File: config.mk
export PLATFORM = sky130hd
export DESIGN_NAME = i2c_temp_target_flat
export DESIGN_NICKNAME = d
export VERILOG_FILES = /design/src/rtl/i2c_temp_target_pkg.sv /design/src/rtl/i2c_temp_target_if.sv /design/src/rtl/i2c_temp_target_line_sync.sv /design/src/rtl/i2c_temp_target.sv /design/src/flat_wrapper.sv
export SDC_FILE = /design/constraint.sdc
export NUM_CORES = 1
export LEC_CHECK = 0
export ABC_CLOCK_PERIOD_IN_PS = 6600
export CORE_MARGIN = 8
export CORE_UTILIZATION = 40
export CTS_CLUSTER_DIAMETER = 100
export DETAILED_ROUTE_END_ITERATION = 8
export GPL_ROUTABILITY_DRIVEN = 1
export PLACE_DENSITY_LB_ADDON = 0.3
export SLEW_MARGIN = 20
export SYNTH_ARGS = -nofsm -noshare
export SYNTH_HDL_FRONTEND = slang
export SYNTH_SLANG_ARGS = --single-unit
export TNS_END_PERCENT = 30
File: constraint.sdc
create_clock -name clk -period 6.6 [get_ports clk]
set_input_delay 1.32 -clock clk [delete_from_list [all_inputs] [get_ports clk]]
set_output_delay 1.32 -clock clk [all_outputs]
set_load 0.005 [all_outputs]
File: src/rtl/i2c_temp_target_pkg.sv
// Shared I2C definitions: target FSM states, register pointers and the
// temperature sensor bus address.
package i2c_pkg;

  typedef enum logic [3:0] {
    ST_IDLE,
    ST_ADDR,
    ST_ADDR_ACK,
    ST_PTR,
    ST_PTR_ACK,
    ST_WDATA,
    ST_WACK,
    ST_RDATA,
    ST_RACK,
    ST_IGNORE
  } i2c_state_e;

  localparam logic [7:0] PTR_CONFIG = 8'd1;
  localparam logic [7:0] PTR_TEMP   = 8'd5;
  localparam logic [7:0] PTR_MFG    = 8'd6;
  localparam logic [7:0] PTR_DEV    = 8'd7;

  localparam logic [6:0] I2C_ADDR_TEMP = 7'b0011000;

endpackage

File: src/rtl/i2c_temp_target_if.sv
// Open-drain I2C pin bundle: SCL and the resolved SDA level come in, and the
// SDA pull-down enable goes out.
interface i2c_temp_target_if;
  logic scl;
  logic sda_in;
  logic sda_oe;

  modport master (output scl, output sda_in, input sda_oe);
  modport slave  (input scl, input sda_in, output sda_oe);
endinterface

File: src/rtl/i2c_temp_target_line_sync.sv
// Two-flop synchronizers on SCL/SDA followed by registered edge, START and
// STOP detection (3 clk from pin to pulse).
module i2c_line_sync (
  input  logic clk,
  input  logic rst_n,
  input  logic scl_i,
  input  logic sda_i,
  output logic scl_rise_o,
  output logic scl_fall_o,
  output logic start_o,
  output logic stop_o,
  output logic sda_o
);

  logic [1:0] scl_sync_q;
  logic [1:0] sda_sync_q;
  logic       scl_prev_q;
  logic       sda_prev_q;

  always_ff @(posedge clk or negedge rst_n) begin
    if (!rst_n) begin
      scl_sync_q <= '1;
      sda_sync_q <= '1;
      scl_prev_q <= 1'b1;
      sda_prev_q <= 1'b1;
      scl_rise_o <= 1'b0;
      scl_fall_o <= 1'b0;
      start_o    <= 1'b0;
      stop_o     <= 1'b0;
      sda_o      <= 1'b1;
    end else begin
      scl_sync_q <= {scl_sync_q[0], scl_i};
      sda_sync_q <= {sda_sync_q[0], sda_i};
      scl_prev_q <= scl_sync_q[1];
      sda_prev_q <= sda_sync_q[1];
      scl_rise_o <= scl_sync_q[1] & ~scl_prev_q;
      scl_fall_o <= ~scl_sync_q[1] & scl_prev_q;
      // SDA edges only count as START/STOP while SCL stays high across them
      start_o    <= scl_sync_q[1] & scl_prev_q & sda_prev_q & ~sda_sync_q[1];
      stop_o     <= scl_sync_q[1] & scl_prev_q & ~sda_prev_q & sda_sync_q[1];
      sda_o      <= sda_sync_q[1];
    end
  end

endmodule

File: src/rtl/i2c_temp_target.sv
// I2C temperature-sensor target: decodes address/pointer/data and serves the
// configuration, temperature and ID registers over an open-drain SDA.
module i2c_temp_target
  import i2c_pkg::*;
#(
  parameter logic [6:0]  DEV_ADDR   = I2C_ADDR_TEMP,
  parameter logic [15:0] CONF_RESET = 16'h0000,
  parameter logic [15:0] MFG_ID     = 16'h0054,
  parameter logic [15:0] DEV_ID     = 16'h0400
) (
  input  logic                     clk,
  input  logic                     rst_n,
  i2c_temp_target_if.slave         bus,
  input  logic [15:0]              temp_in,
  output logic [15:0]              config_out,
  output logic                     cfg_wr,
  output logic                     busy
);

  logic scl_rise, scl_fall, start_det, stop_det, sda_s;

  i2c_line_sync u_sync (
    .clk        (clk),
    .rst_n      (rst_n),
    .scl_i      (bus.scl),
    .sda_i      (bus.sda_in),
    .scl_rise_o (scl_rise),
    .scl_fall_o (scl_fall),
    .start_o    (start_det),
    .stop_o     (stop_det),
    .sda_o      (sda_s)
  );

  i2c_state_e  state_q;
  logic [3:0]  bitcnt_q;
  logic [7:0]  shift_q;
  logic [7:0]  ptr_q;
  logic [7:0]  hold_q;
  logic [1:0]  wcnt_q;
  logic [15:0] shadow_q;
  logic        byte_idx_q;
  logic        ack_on_q;
  logic        got_ack_q;
  logic        rw_q;
  logic        sda_oe_q;
  logic [15:0] config_q;
  logic        cfg_wr_q;
  logic        busy_q;

  logic [7:0]  rx_byte;
  logic [7:0]  tx_byte;
  logic [7:0]  nxt_byte;
  logic [15:0] reg_rd;

  always_comb begin
    rx_byte  = {shift_q[6:0], sda_s};
    tx_byte  = byte_idx_q ? shadow_q[7:0]  : shadow_q[15:8];
    nxt_byte = byte_idx_q ? shadow_q[15:8] : shadow_q[7:0];
    reg_rd   = '0;
    case (ptr_q)
      PTR_CONFIG: reg_rd = config_q;
      PTR_TEMP:   reg_rd = temp_in;
      PTR_MFG:    reg_rd = MFG_ID;
      PTR_DEV:    reg_rd = DEV_ID;
      default:    reg_rd = '0;
    endcase
  end

  always_ff @(posedge clk or negedge rst_n) begin
    if (!rst_n) begin
      state_q    <= ST_IDLE;
      bitcnt_q   <= '0;
      shift_q    <= '0;
      ptr_q      <= '0;
      hold_q     <= '0;
      wcnt_q     <= '0;
      shadow_q   <= '0;
      byte_idx_q <= 1'b0;
      ack_on_q   <= 1'b0;
      got_ack_q  <= 1'b0;
      rw_q       <= 1'b0;
      sda_oe_q   <= 1'b0;
      config_q   <= CONF_RESET;
      cfg_wr_q   <= 1'b0;
      busy_q     <= 1'b0;
    end else begin
      cfg_wr_q <= 1'b0;
      if (stop_det) begin
        state_q  <= ST_IDLE;
        sda_oe_q <= 1'b0;
        busy_q   <= 1'b0;
      end else if (start_det) begin
        state_q  <= ST_ADDR;
        bitcnt_q <= '0;
        sda_oe_q <= 1'b0;
      end else begin
        case (state_q)
          ST_ADDR: if (scl_rise) begin
            shift_q <= rx_byte;
            if (bitcnt_q == 4'd7) begin
              bitcnt_q <= '0;
              ack_on_q <= 1'b0;
              if (rx_byte[7:1] == DEV_ADDR) begin
                rw_q    <= rx_byte[0];
                busy_q  <= 1'b1;
                state_q <= ST_ADDR_ACK;
              end else begin
                busy_q  <= 1'b0;
                state_q <= ST_IGNORE;
              end
            end else begin
              bitcnt_q <= bitcnt_q + 4'd1;
            end
          end
          // First fall ends the 8th bit (pull SDA), second fall ends the ACK.
          ST_ADDR_ACK: if (scl_fall) begin
            if (!ack_on_q) begin
              sda_oe_q <= 1'b1;
              ack_on_q <= 1'b1;
            end else if (rw_q) begin
              shadow_q   <= reg_rd;
              byte_idx_q <= 1'b0;
              bitcnt_q   <= '0;
              sda_oe_q   <= ~reg_rd[15];
              state_q    <= ST_RDATA;
            end else begin
              sda_oe_q <= 1'b0;
              bitcnt_q <= '0;
              state_q  <= ST_PTR;
            end
          end
          ST_PTR: if (scl_rise) begin
            shift_q <= rx_byte;
            if (bitcnt_q == 4'd7) begin
              ptr_q    <= rx_byte;
              ack_on_q <= 1'b0;
              state_q  <= ST_PTR_ACK;
            end else begin
              bitcnt_q <= bitcnt_q + 4'd1;
            end
          end
          ST_PTR_ACK, ST_WACK: if (scl_fall) begin
            if (!ack_on_q) begin
              sda_oe_q <= 1'b1;
              ack_on_q <= 1'b1;
            end else begin
              sda_oe_q <= 1'b0;
              bitcnt_q <= '0;
              if (state_q == ST_PTR_ACK) wcnt_q <= '0;
              state_q  <= ST_WDATA;
            end
          end
          ST_WDATA: if (scl_rise) begin
            shift_q <= rx_byte;
            if (bitcnt_q == 4'd7) begin
              if (wcnt_q == 2'd0) begin
                hold_q <= rx_byte;
              end else if (wcnt_q == 2'd1 && ptr_q == PTR_CONFIG) begin
                config_q <= {hold_q, rx_byte};
                cfg_wr_q <= 1'b1;
              end
              if (wcnt_q != 2'd2) wcnt_q <= wcnt_q + 2'd1;
              ack_on_q <= 1'b0;
              state_q  <= ST_WACK;
            end else begin
              bitcnt_q <= bitcnt_q + 4'd1;
            end
          end
          // Bit 7 is already on the bus on entry; each fall presents the next.
          ST_RDATA: begin
            if (scl_rise) begin
              bitcnt_q <= bitcnt_q + 4'd1;
            end else if (scl_fall) begin
              if (bitcnt_q == 4'd8) begin
                sda_oe_q  <= 1'b0;
                got_ack_q <= 1'b0;
                state_q   <= ST_RACK;
              end else begin
                sda_oe_q <= ~tx_byte[3'd7 - bitcnt_q[2:0]];
              end
            end
          end
          ST_RACK: begin
            if (scl_rise) begin
              if (!sda_s) got_ack_q <= 1'b1;
              else        state_q   <= ST_IGNORE;
            end else if (scl_fall && got_ack_q) begin
              byte_idx_q <= ~byte_idx_q;
              bitcnt_q   <= '0;
              sda_oe_q   <= ~nxt_byte[7];
              state_q    <= ST_RDATA;
            end
          end
          default: ;
        endcase
      end
    end
  end

  assign bus.sda_oe = sda_oe_q;
  assign config_out = config_q;
  assign cfg_wr     = cfg_wr_q;
  assign busy       = busy_q;

endmodule
File: src/flat_wrapper.sv
// flat-port wrapper written by rule: the top's interface ports become plain ports
module i2c_temp_target_flat import i2c_pkg::*;
#(
  parameter logic [6:0]  DEV_ADDR   = I2C_ADDR_TEMP,
  parameter logic [15:0] CONF_RESET = 16'h0000,
  parameter logic [15:0] MFG_ID     = 16'h0054,
  parameter logic [15:0] DEV_ID     = 16'h0400
)
  (clk, rst_n, temp_in, config_out, cfg_wr, busy, bus_scl, bus_sda_in, bus_sda_oe);
  i2c_temp_target_if bus_i ();
  input  logic clk;
  input  logic rst_n;
  input  logic [15:0] temp_in;
  output logic [15:0] config_out;
  output logic cfg_wr;
  output logic busy;
  input wire logic [$bits(bus_i.scl)-1:0] bus_scl;
  input wire logic [$bits(bus_i.sda_in)-1:0] bus_sda_in;
  output wire logic [$bits(bus_i.sda_oe)-1:0] bus_sda_oe;
  assign bus_i.scl = bus_scl;
  assign bus_i.sda_in = bus_sda_in;
  assign bus_sda_oe = bus_i.sda_oe;
  i2c_temp_target #(.DEV_ADDR(DEV_ADDR), .CONF_RESET(CONF_RESET), .MFG_ID(MFG_ID), .DEV_ID(DEV_ID)) u_core (.clk(clk), .rst_n(rst_n), .bus(bus_i), .temp_in(temp_in), .config_out(config_out), .cfg_wr(cfg_wr), .busy(busy));
endmodule
Yosys cells after proc, flatten, opt, wreduce, memory -nomap -nowiden. Index checks and enable logic that the tools add are counted.

Bitwise operators: 18. Equal/unequal tests: 62. $lt $le $gt $ge: 1. Add/sub/neg operators: 3. Muxes and demuxes: 86. Reductions and logical operators: 31.

Operators with widths (count): two-way mux 4 bit (29); case mux 16 bit (4 select lines) (1); two-way mux 1 bit (39); inequality test 4 bit (second input constant) (8); inequality test 4 x 3 -> 1 bit (second input constant) (7); case mux 4 bit (7 select lines) (1); equality test 8 x 3 -> 1 bit (second input constant) (3); inequality test 2 x 1 -> 1 bit (second input constant) (12); AND reduction 6 bit (4); equality test 4 x 3 -> 1 bit (second input constant) (5); case mux 4 bit (5 select lines) (1); inequality test 2 bit (second input constant) (9); two-way mux 8 bit (2); AND reduction 16 bit (1); AND reduction 8 bit (2); AND reduction 7 bit (2); nonzero test 2 bit (7); two-way mux 2 bit (6); inequality test 3 bit (second input constant) (4); nonzero test 6 bit (2); NOT 1 bit (11); AND reduction 10 bit (1); inequality test 3 x 1 -> 1 bit (second input constant) (3); AND reduction 9 bit (1); other kinds (26) (40).

Word-level logic and storage cells: 224. Register bits after elaboration: 82.

Logic depth before layout (Yosys ltp).
Word-level depth: 10. Mapped depth: 9. Gate-level depth less buffers: 7.

Cells and area by module. From an unflattened synthesis, not the netlist that was laid out.

Cells, all modules: 399. Area total of the unflattened synthesis: 4304.1 um^2.

By module, submodules not included: i2c_temp_target (cells an instance 385, times used 1, area an instance 4013.8 um^2); i2c_line_sync (cells an instance 14, times used 1, area an instance 290.3 um^2).

Least setup slack after synthesis. Ideal clock, no wire load.

Path kind: flip-flop to flip-flop. From: reg u_core.ptr_q[3]. To: reg u_core.config_q[0] (netlist: u_core.config_out[0]). Library setup time: 0.125 ns. Period minus slack after synthesis: 2.518 ns. Cell stages (with the launch flop): 8. Slack: 4.082 ns. Buffers on the path: 2. Data arrival time: 2.393 ns. Path through: dfrtp_1 or4_1 or3_4 or4b_4 nor2b_2 buf_6 buf_12 mux2_4.

Longest elaborated chain between the ends: 3.

RTL lines: from (decl) (line i2c_temp_target.sv:37) `logic [7:0] ptr_q;`; from (signal assigned) (line i2c_temp_target.sv:135) `ptr_q <= rx_byte;`; equality test 8 x 1 -> 1 bit (line i2c_temp_target.sv:158) `end else if (wcnt_q == 2'd1 && ptr_q == PTR_CONFIG) begin`; logical AND 1 bit (line i2c_temp_target.sv:158); AND reduction 7 bit (no source line); to (signal assigned) (line i2c_temp_target.sv:159) `config_q <= {hold_q, rx_byte};`; to (decl) (line i2c_temp_target.sv:46) `logic [15:0] config_q;`.

Every way passes these cells. A chain may end at the register's enable or synchronous reset.

Worst setup path in the final report.
From: reg u_core.ptr_q[3]. To: reg u_core.config_q[10] (netlist: u_core.config_out[10]).

The elaborated chain is that of the path after synthesis.

==> results.sh <==
export IMPL_ys_types=62
export IMPL_min_from="u_core.u_sync.scl_sync_q[0]$_DFF_PN1_"
export IMPL_async_flop_share_pct=100
export IMPL_total_power_mw=1.54
export IMPL_clock_sinks=82
export IMPL_cts_setup_buffers=0
export IMPL_die_h_um=119
export IMPL_die_w_um=119
export IMPL_hold_viol=0
export IMPL_cp_top_family="simple AND/OR/NAND/NOR gates"
export IMPL_rr_startpoint="u_core.ptr_q[3]$_DFFE_PN0P_"
export IMPL_dieArea_um2=14100
export IMPL_postCtsHoldBufs=0
export IMPL_cts_made_buffers=9
export IMPL_peakVddDrop_mv=0.198
export IMPL_startpoint_type="flip-flop"
export IMPL_end_kind="flip-flop"
export IMPL_area_delta_synth_final_pct=16.0
export IMPL_coreArea_um2=10300
export IMPL_period_share_pct=48.3
export IMPL_crit_type="reg -> reg"
export IMPL_worst_path_largest_cell_delay_ns=0.79
export IMPL_dr_pass1_iters=5
export IMPL_path_clk_slew_ns=0.09
export IMPL_cp_required_ns=6.85
export IMPL_netlist_instances=372
export IMPL_worst_path_max_fanout=16
export IMPL_initialDrtViolationCount=156
export IMPL_clockRootBuffer="clkbuf_8"
export IMPL_power_leakage_nw=2.04
export IMPL_yosysTopAreaCellShare_pct=45.2
export IMPL_setup_tns_ns=0
export IMPL_worstHoldPathType="reg -> reg"
export IMPL_boundaryPins=39
export IMPL_routed_wl_um=9950
export IMPL_fin_skew_ns=0.00881
export IMPL_fmax_mhz=314
export IMPL_slew_headroom_pct=22.5
export IMPL_powerDensity_nw_per_um2=315
export IMPL_port_buffer_count=38
export IMPL_seq_area_frac_synth_pct=48.9
export IMPL_postRouteAntennaNets=0
export IMPL_htree_num_levels=3
export IMPL_worst_slew_pin_slew_ns=1.13
export IMPL_grt_overflow_total=0
export IMPL_post_cts_resized=0
export IMPL_nets=426
export IMPL_rows=37
export IMPL_tritoncts="done"
export IMPL_yosysWarningCount=0
export IMPL_wire_per_inst_um=18.4
export IMPL_cts_path_max_buffers=2
export IMPL_clk_insertion_delay_late_ns=0.36
export IMPL_vias=3019
export IMPL_regToRegSetupSlack_ns=3.41
export IMPL_status="complete, no violations"
export IMPL_final_max_slew_viol_count=0
export IMPL_drc=0
export IMPL_cap_violations=0
export IMPL_cp_num_buf_inv=0
export IMPL_synth_nets=397
export IMPL_syn_area_per_cell_um2=11.3
export IMPL_start_util_pct=41.0
export IMPL_routabilityCongestion=0.886
export IMPL_grt_pass1_vias=3135
export IMPL_rr_worst_depth=5
export IMPL_mostFrequentLayoutCells="dfrtp_1, clkdlybuf4s50_1, nand2_1, mux2_2, o21ai_0"
export IMPL_drive_gt1_share_pct=19.0
export IMPL_grt_max_degree=83
export IMPL_antenna_found_initial=0
export IMPL_n_antenna_cell=0
export IMPL_hold_depth=0
export IMPL_grtUsageTotal_pct=14.5
export IMPL_synth_area_top_cells="dfrtp_1, mux2_2, mux2i_1"
export IMPL_worstPathCellList="or4_1 -> or3_4 -> or4b_4 -> nor2b_2 -> mux2_2"
export IMPL_layout_commonest_cell="dfrtp_1"
export IMPL_yosysTopAreaCell="dfrtp_1"
export IMPL_synth_cell_area_um2=4210
export IMPL_critPathArrivalTime_ns=3.44
export IMPL_rsz0062_at_grt="no"
export IMPL_via_per_inst=5.57
export IMPL_hpwl_um=7000
export IMPL_setup_viol=0
export IMPL_synth_edf_count=0
export IMPL_post_route_min_period_ns=3.19
export IMPL_whs_endpoint="u_core.u_sync.scl_sync_q[1]$_DFF_PN1_"
export IMPL_ys_flop_type="dfrtp_1"
export IMPL_crit_path_top_delay_cell="nor2b_2"
export IMPL_ys_ff_latch=82
export IMPL_regToRegEndpoint="u_core.config_out[10]$_DFFE_PN0P_"
export IMPL_grt_pass1_wl_um=16400
export IMPL_num_fill_cells=940
[logic make-up (layout without fill, tap and decap cells)]
group	count (synthesis)	count (layout)	share of synthesized area [%]
buffers and inverters	31	65	3.33
XOR/XNOR	1	1	0.208
multiplexers	63	63	18.3
adder cells (fa/ha/maj)	5	5	1.49
AO/OA/AOI/OAI	86	86	14.2
AND/OR/NAND/NOR	104	104	13.6
flip-flops	82	82	48.9
[synthesized netlist by cell type, types with 3 or more instances]
cell type / instances
dfrtp_1: 76
nor3_1: 5
nand4b_1: 3
a22oi_1: 4
nor4_1: 3
a21oi_1: 10
dfstp_2: 6
ha_1: 5
inv_1: 10
nor2_1: 17
o31ai_1: 14
buf_1: 3
nor3b_1: 4
a211oi_1: 5
a22o_1: 4
mux2_2: 31
nand2b_1: 3
nand2_1: 31
nor2b_1: 5
a31oi_1: 3
clkbuf_1: 16
o22ai_1: 3
nand3b_1: 6
mux2i_1: 18
o211ai_1: 3
o21ai_0: 19
nand4_1: 3
or2_2: 3
mux4_2: 4
nand3_1: 6
mux2_4: 10
[registers in the layout, indices dropped and copies added, names as in the netlist, 4 cells and up]
signal and flops:
u_core.shadow_q 16, u_core.hold_q 8, u_core.config_out 16, u_core.ptr_q 8, u_core.state_q 4, u_core.bitcnt_q 4, u_core.shift_q 7
[metal layers]
metal	GRT usage, %	up-vias	share of wire, %
met5	0	-	0
met4	5.14	0	1.6
met3	3.76	15	5.2
met2	23.1	77	47
met1	18.6	1484	46
li1	-	1443	-
[power breakdown]
group          internal [mW]  total [mW]  leakage [nW]  switching [mW]
registers              0.555       0.694          1.03           0.139
clock network          0.215       0.403         0.107           0.189
logic                  0.209       0.440         0.902           0.230
total                  0.978        1.54          2.04           0.559
[final cells by class]
cell class,instances,area [um^2],area share [%]
clock buffer,10,128,2.61
tap,136,170,3.48
inverter,10,37.5,0.768
multi-input combinational,259,2010,41.2
clock inverter,6,90.1,1.84
timing repair buffer,39,389,7.96
sequential,82,2060,42.2
[worst max-delay path by stage]
stage / from / end / slack, ns / cells past startpoint
floorplan: u_core.ptr_q[3]$_DFFE_PN0P_ / u_core.config_out[0]$_DFFE_PN0P_ / 4.08 / 7
global placement: u_core.ptr_q[3]$_DFFE_PN0P_ / u_core.config_out[10]$_DFFE_PN0P_ / 3.41 / 5
detailed placement: u_core.ptr_q[3]$_DFFE_PN0P_ / u_core.config_out[10]$_DFFE_PN0P_ / 3.38 / 5
CTS: u_core.ptr_q[3]$_DFFE_PN0P_ / u_core.config_out[10]$_DFFE_PN0P_ / 3.38 / 5
global route: u_core.ptr_q[3]$_DFFE_PN0P_ / u_core.config_out[10]$_DFFE_PN0P_ / 3.28 / 5
finish: u_core.ptr_q[3]$_DFFE_PN0P_ / u_core.config_out[10]$_DFFE_PN0P_ / 3.41 / 5
[through the flow]
stage | setup WS (ns) | instances | instance area, um^2 | hold WS [ns] | utilization (%)
floorplan | 4.08 | 372 | 4210 | 0.345 | -
global placement | 3.41 | 526 | 4660 | 0.346 | 45.4
detailed placement | 3.38 | 526 | 4660 | 0.347 | 45.4
CTS | 3.38 | 542 | 4880 | 0.360 | 47.5
global route | 3.28 | 542 | 4890 | 0.365 | 47.5
finish | 3.41 | 542 | 4890 | 0.360 | 47.5
(Power assumes the default switching activity.)
